File: src/rtl/rs_pp_credit_arbiter.sv
`default_nettype none
// ============================================================================
// Module  : rs_pp_credit_arbiter
// Purpose : Round-robin, credit-flow-controlled arbiter feeding one relay-station
//           pipeline link, with a flush (drain-to-idle) sequence.
// Revision: 1.0 - initial release
// ============================================================================
module rs_pp_credit_arbiter #(
    parameter int NUM_REQ    = 4,
    parameter int DATA_WIDTH = 32,
    parameter int ID_W       = 2,
    parameter int CREDITS    = 8
) (
    input  logic                              clk,
    input  logic                              ap_rst_n,
    input  logic [NUM_REQ-1:0]                req_valid,
    input  logic [NUM_REQ*DATA_WIDTH-1:0]     req_data,
    output logic [NUM_REQ-1:0]                req_ready,
    output logic                              link_valid,
    output logic [ID_W+DATA_WIDTH-1:0]        link_data,
    input  logic                              credit_return,
    input  logic                              flush_req,
    output logic                              flush_done,
    output logic [$clog2(CREDITS+1)-1:0]      credit_avail,
    output logic                              err_credit
);

    localparam int c_cnt_w = $clog2(CREDITS + 1);
    localparam int c_ptr_w = (NUM_REQ > 1) ? $clog2(NUM_REQ) : 1;

    localparam logic [c_cnt_w-1:0] c_full    = c_cnt_w'(CREDITS);
    localparam logic [c_cnt_w-1:0] c_cnt_one = c_cnt_w'(1);
    localparam logic [c_ptr_w-1:0] c_last    = c_ptr_w'(NUM_REQ - 1);
    localparam logic [c_ptr_w-1:0] c_ptr_one = c_ptr_w'(1);

    typedef enum logic [1:0] {
        S_RUN   = 2'd0,
        S_DRAIN = 2'd1,
        S_DONE  = 2'd2
    } state_t;

    state_t                       r_state;
    logic [c_cnt_w-1:0]           r_cnt;
    logic [c_ptr_w-1:0]           r_rr_ptr;
    logic                         r_link_valid;
    logic [ID_W+DATA_WIDTH-1:0]   r_link_data;
    logic                         r_flush_done;
    logic                         r_err;

    logic                         w_eligible;
    logic                         w_found;
    logic [NUM_REQ-1:0]           w_grant;
    logic [c_ptr_w-1:0]           w_gidx;
    logic [c_ptr_w:0]             w_scan;
    logic [DATA_WIDTH-1:0]        w_gdata;
    logic                         w_send;
    logic [c_cnt_w-1:0]           w_cnt_nxt;
    logic                         w_overflow;

    // A zero count blocks the grant even if a credit returns this same cycle.
    assign w_eligible = (r_state == S_RUN) && !flush_req && (r_cnt != '0);

    always_comb begin
        w_grant = '0;
        w_gidx  = '0;
        w_found = 1'b0;
        w_scan  = '0;
        for (int k = 0; k < NUM_REQ; k++) begin
            w_scan = {1'b0, r_rr_ptr} + (c_ptr_w + 1)'(k);
            if (w_scan >= (c_ptr_w + 1)'(NUM_REQ)) begin
                w_scan = w_scan - (c_ptr_w + 1)'(NUM_REQ);
            end
            if (w_eligible && !w_found && req_valid[w_scan[c_ptr_w-1:0]]) begin
                w_found                          = 1'b1;
                w_gidx                           = w_scan[c_ptr_w-1:0];
                w_grant[w_scan[c_ptr_w-1:0]]     = 1'b1;
            end
        end
    end

    always_comb begin
        w_gdata = '0;
        for (int i = 0; i < NUM_REQ; i++) begin
            if (w_grant[i]) begin
                w_gdata = req_data[i*DATA_WIDTH +: DATA_WIDTH];
            end
        end
    end

    assign w_send = w_found;

    always_comb begin
        w_cnt_nxt  = r_cnt;
        w_overflow = 1'b0;
        if (w_send && !credit_return) begin
            w_cnt_nxt = r_cnt - c_cnt_one;
        end else if (credit_return && !w_send) begin
            if (r_cnt == c_full) begin
                w_overflow = 1'b1;
            end else begin
                w_cnt_nxt = r_cnt + c_cnt_one;
            end
        end
    end

    always_ff @(posedge clk or negedge ap_rst_n) begin
        if (!ap_rst_n) begin
            r_state      <= S_RUN;
            r_cnt        <= c_full;
            r_rr_ptr     <= '0;
            r_link_valid <= 1'b0;
            r_link_data  <= '0;
            r_flush_done <= 1'b0;
            r_err        <= 1'b0;
        end else begin
            r_cnt        <= w_cnt_nxt;
            r_link_valid <= w_send;
            if (w_overflow) begin
                r_err <= 1'b1;
            end
            if (w_send) begin
                r_link_data <= {ID_W'(w_gidx), w_gdata};
                r_rr_ptr    <= (w_gidx == c_last) ? '0 : (w_gidx + c_ptr_one);
            end
            case (r_state)
                S_RUN: begin
                    if (flush_req) begin
                        r_state <= S_DRAIN;
                    end
                end
                // Drain completes even if flush_req drops meanwhile.
                S_DRAIN: begin
                    if (w_cnt_nxt == c_full) begin
                        r_state      <= S_DONE;
                        r_flush_done <= 1'b1;
                    end
                end
                S_DONE: begin
                    if (!flush_req) begin
                        r_state      <= S_RUN;
                        r_flush_done <= 1'b0;
                    end
                end
                default: begin
                    r_state      <= S_RUN;
                    r_flush_done <= 1'b0;
                end
            endcase
        end
    end

    assign req_ready    = w_grant;
    assign link_valid   = r_link_valid;
    assign link_data    = r_link_data;
    assign flush_done   = r_flush_done;
    assign credit_avail = r_cnt;
    assign err_credit   = r_err;

endmodule
`default_nettype wire

File: config.mk
export PLATFORM = sky130hd
export DESIGN_NAME = rs_pp_credit_arbiter
export DESIGN_NICKNAME = d
export VERILOG_FILES = /design/src/rtl/rs_pp_credit_arbiter.sv
export SDC_FILE = /design/constraint.sdc
export NUM_CORES = 1
export LEC_CHECK = 0
export CAP_MARGIN = 20
export CELL_PAD_IN_SITES_DETAIL_PLACEMENT = 1
export CELL_PAD_IN_SITES_GLOBAL_PLACEMENT = 1
export CORE_MARGIN = 2
export CORE_UTILIZATION = 27
export DETAILED_ROUTE_END_ITERATION = 7
export PLACE_DENSITY_LB_ADDON = 0.2
export SYNTH_ARGS = -nofsm -noshare
export SYNTH_HDL_FRONTEND = slang
export SYNTH_SLANG_ARGS = --single-unit
File: constraint.sdc
create_clock -name clk -period 2.65 [get_ports clk]
set_clock_uncertainty 0.05 [all_clocks]
set_input_delay 0.53 -clock clk [delete_from_list [all_inputs] [get_ports clk]]
set_output_delay 0.53 -clock clk [all_outputs]
set_load 0.05 [all_outputs]
==> results.sh <==
export IMPL_layout_min_cycle_time_ns=3.045
export IMPL_path_cells="inv_1 -> ha_2 -> nor3b_4 -> nand2b_1 -> a21oi_2 -> a221o_1 -> buf_6 -> buf_12"
export IMPL_dieWidth_um=121.6
export IMPL_hp_class="primary input to async pin"
export IMPL_synth_top_area_cell="dfrtp_1"
export IMPL_status="complete, but fails checks"
export IMPL_vias_per_cell=5.419
export IMPL_grt_pass1_wl_mm=25.49
export IMPL_period_share_pct=114.9
export IMPL_synthArstFlopShare_pct=100.0
export IMPL_yosysTopAreaCellShare_pct=29.48
export IMPL_drt_antenna_violating_nets=0
export IMPL_cts_buffers=5
export IMPL_dieArea_mm2=0.01479
export IMPL_htreeDepth=2
export IMPL_max_vdd_ir_drop_v=0.0002977
export IMPL_grt_pass1_vias=4704
export IMPL_clk_latency_ns=0.30
export IMPL_instances_no_fill=801
export IMPL_crit_path_end_kind="output pin"
export IMPL_slew_violations=0
export IMPL_synth_simple_gate_area_share_pct=12.26
export IMPL_grt_use_met3_pct=4.167
export IMPL_yosysSeqAreaShare_pct=30.18
export IMPL_drc_errors=0
export IMPL_dr_total_vias=4341
export IMPL_io_buffers=180
export IMPL_worstPathArrival_ns=2.47
export IMPL_synth_seq_cells=45
export IMPL_place_worst_setup_slack_ns=-0.6065
export IMPL_cts_buffer_depth=2
export IMPL_root_buffer="clkbuf_16"
export IMPL_grt_total_usage_pct=22.27
export IMPL_synth_nets=526
export IMPL_dp_cells=755
export IMPL_dpl_cell_area_mm2=0.006087
export IMPL_syn_to_final_growth_pct=97.39
export IMPL_cts_tree="done"
export IMPL_power_density_mw_per_mm2=823.2
export IMPL_synth_xor_area_share_pct=0.4690
export IMPL_synthMuxAreaShare_pct=3.283
export IMPL_ff2ff_setup_slack_ns=-0.28
export IMPL_reg2regPathDepth=11
export IMPL_crit_required_ns=2.07
export IMPL_synthesis_area_mm2=0.003735
export IMPL_cp_max_fo=7
export IMPL_synth_adder_area_share_pct=2.345
export IMPL_clkSlewWorstSetupHoldPaths_ns=0.08
export IMPL_hold_viol_final=0
export IMPL_core_mm2=0.01340
export IMPL_setup_tns_ns=-7.990
export IMPL_max_cap_viol_count=0
export IMPL_routed_wl_mm=18.17
export IMPL_drtIter0Drc=192
export IMPL_syn_inst=383
export IMPL_gp_congestion=0.8156
export IMPL_grt_antenna_before_repair=0
export IMPL_synth_edf_count=0
export IMPL_antenna_cells=0
export IMPL_slowest_delay_ns=0.44
export IMPL_failed_checks="setup timing"
export IMPL_synthTopCellsByArea="dfrtp_1, a311oi_2, o31ai_2, a22oi_1, a31oi_1"
export IMPL_slowest_stage="nand2b_1"
export IMPL_clock_sinks=45
export IMPL_drive_above_1_share_pct=37.44
export IMPL_crit_type="flop to output pin"
export IMPL_final_area_mm2=0.007372
export IMPL_cp_start_kind="flop"
export IMPL_yosys_warnings=0
export IMPL_use_met1_pct=27.65
export IMPL_grt_max_degree=46
export IMPL_initial_core_util_pct=27.87
export IMPL_utilization_pct=55.01
export IMPL_busiest_layer="met2"
export IMPL_dr_pass1_iters=6
export IMPL_synth_main_ff_cell="dfrtp_1"
export IMPL_synth_cell_types=55
export IMPL_setup_viol=42
export IMPL_hpwl_mm=11.34
export IMPL_relSlewSlack_pct=54.33
export IMPL_std_cell_rows=42
export IMPL_grtUsageMet2_pct=39.82
export IMPL_avgSynthCellArea_um2=9.752
export IMPL_synth_top_family_by_area="compound AO/OA/AOI/OAI gates"
export IMPL_worst_pin_slew_ns=0.6851
export IMPL_p_leak_nw=2.923
export IMPL_die_y_um=121.6
export IMPL_fmax_mhz=328.4
export IMPL_final_setup_worst_slack_ns=-0.3954
export IMPL_wl_per_cell_um=22.68
export IMPL_io_pins=181
export IMPL_grt_overflow_total=0
export IMPL_rsz0062_at_grt="true"
export IMPL_fin_nets=767
export IMPL_synth_compound_area_share_pct=41.14
## cell usage in the layout (no fill, tap or decap), types with 3 or more instances in the layout
cell type	synthesis	layout
clkdlybuf4s50_1	0	170
buf_4	1	45
dfrtp_1	44	41
nor2_1	40	39
inv_1	41	38
o31ai_2	30	28
a31oi_1	33	25
buf_6	8	23
a22oi_1	32	19
buf_12	0	18
a311oi_2	29	17
a311oi_4	0	15
a22oi_2	1	14
nand2_1	11	10
clkbuf_16	0	9
a31oi_2	0	8
nand3b_1	5	5
ha_1	7	5
mux4_2	4	4
nand2b_1	5	4
a21oi_1	5	4
o31ai_4	0	4
buf_16	0	4
nor3_1	3	3
a21o_1	3	3
o21ai_0	3	3
dfrtp_2	0	3
clkdlybuf4s15_1	0	3
## cell type report
cell class	instances	area [um2]
clock buffers	6	128.9
clock inverters	2	38.79
fillers	1416	6028
inverters	42	163.9
multi-input cells	258	2735
flip-flops and latches	45	1131
well taps	176	220.2
repair buffers	272	2954
## worst max-delay path, delay by kind of cell (launching register included)
kind            cells  cell delay [ns]
compound gates      2             0.44
simple gates        2             0.65
fa+ha+maj           1             0.23
buf+inv             3             0.43
flops               1             0.41
## path summary, 6_finish.rpt
kind                                           startpoint                       to
worst max register to register                       flop   r_state[1]$_DFFE_PN0P_
worst max-delay path            credit_avail[0]$_DFF_PN0_             req_ready[3]
worst min-delay path                             ap_rst_n  r_rr_ptr[1]$_DFFE_PN0P_
max in group asynchronous                        ap_rst_n                async pin
worst min register to register     err_credit$_DFFE_PN0P_   err_credit$_DFFE_PN0P_
min in group clk                   err_credit$_DFFE_PN0P_   err_credit$_DFFE_PN0P_
## cell usage after synthesis (all sizes together), types with 3 or more instances
cell type and number:
a21o 3, nand3b 5, clkbuf 21, a221oi 3
buf 17, inv 42, nor3 3, a21oi 5
a221o 3, nor2b 3, mux4 4, o21ai 4
nand3 4, and2 3, nor2 40, o31ai 32
a31oi 33, dfrtp 44, nand2b 6, nand2 11
ha 7, a311oi 32, a22oi 33
## metrics by stage
step	hold WS [ns]	power, mW
finish	0.2810	6.069
global route	0.3256	6.344
CTS	0.3234	5.597
detailed placement	0.4130	4.445
global placement	0.4027	4.342
floorplan	0.1844	3.132
## report_power, final
group          internal (mW)  switching, mW
sequential             0.907          0.159
clock                  0.449          0.312
combinational           1.97           2.27
## cells by family (layout without fill, tap and decap cells)
group	Yosys count	count (layout)
flops	45	45
mux	7	7
xor+xnor	2	2
simple gates	85	85
buf+inv	80	322
fa+ha+maj	7	7
compound gates	157	157
## what timing repair did
action / CTS / global route
buffers inserted: 19 / 15
resized for setup: 65 / 65
setup endpoints to repair: 41 / 44
hold buffers: 0 / 0
gates cloned: 3 / 5
pin swaps: 33 / 31
## sequential cells by signal (all words and copies together), names as in the netlist, named ones only
name          cells
err_credit        1
link_valid        1
credit_avail      4
flush_done        1
r_state           2
link_data        34
r_rr_ptr          1
## routing by layer
layer  vias to the layer above  routed length (um)
met5                         -                   0
met4                         0                 295
met3                        24                1038
met2                       164                9449
met1                      2194                7386
li1                       1959                   -
Note: power is estimated with default switching activity, not from simulation.
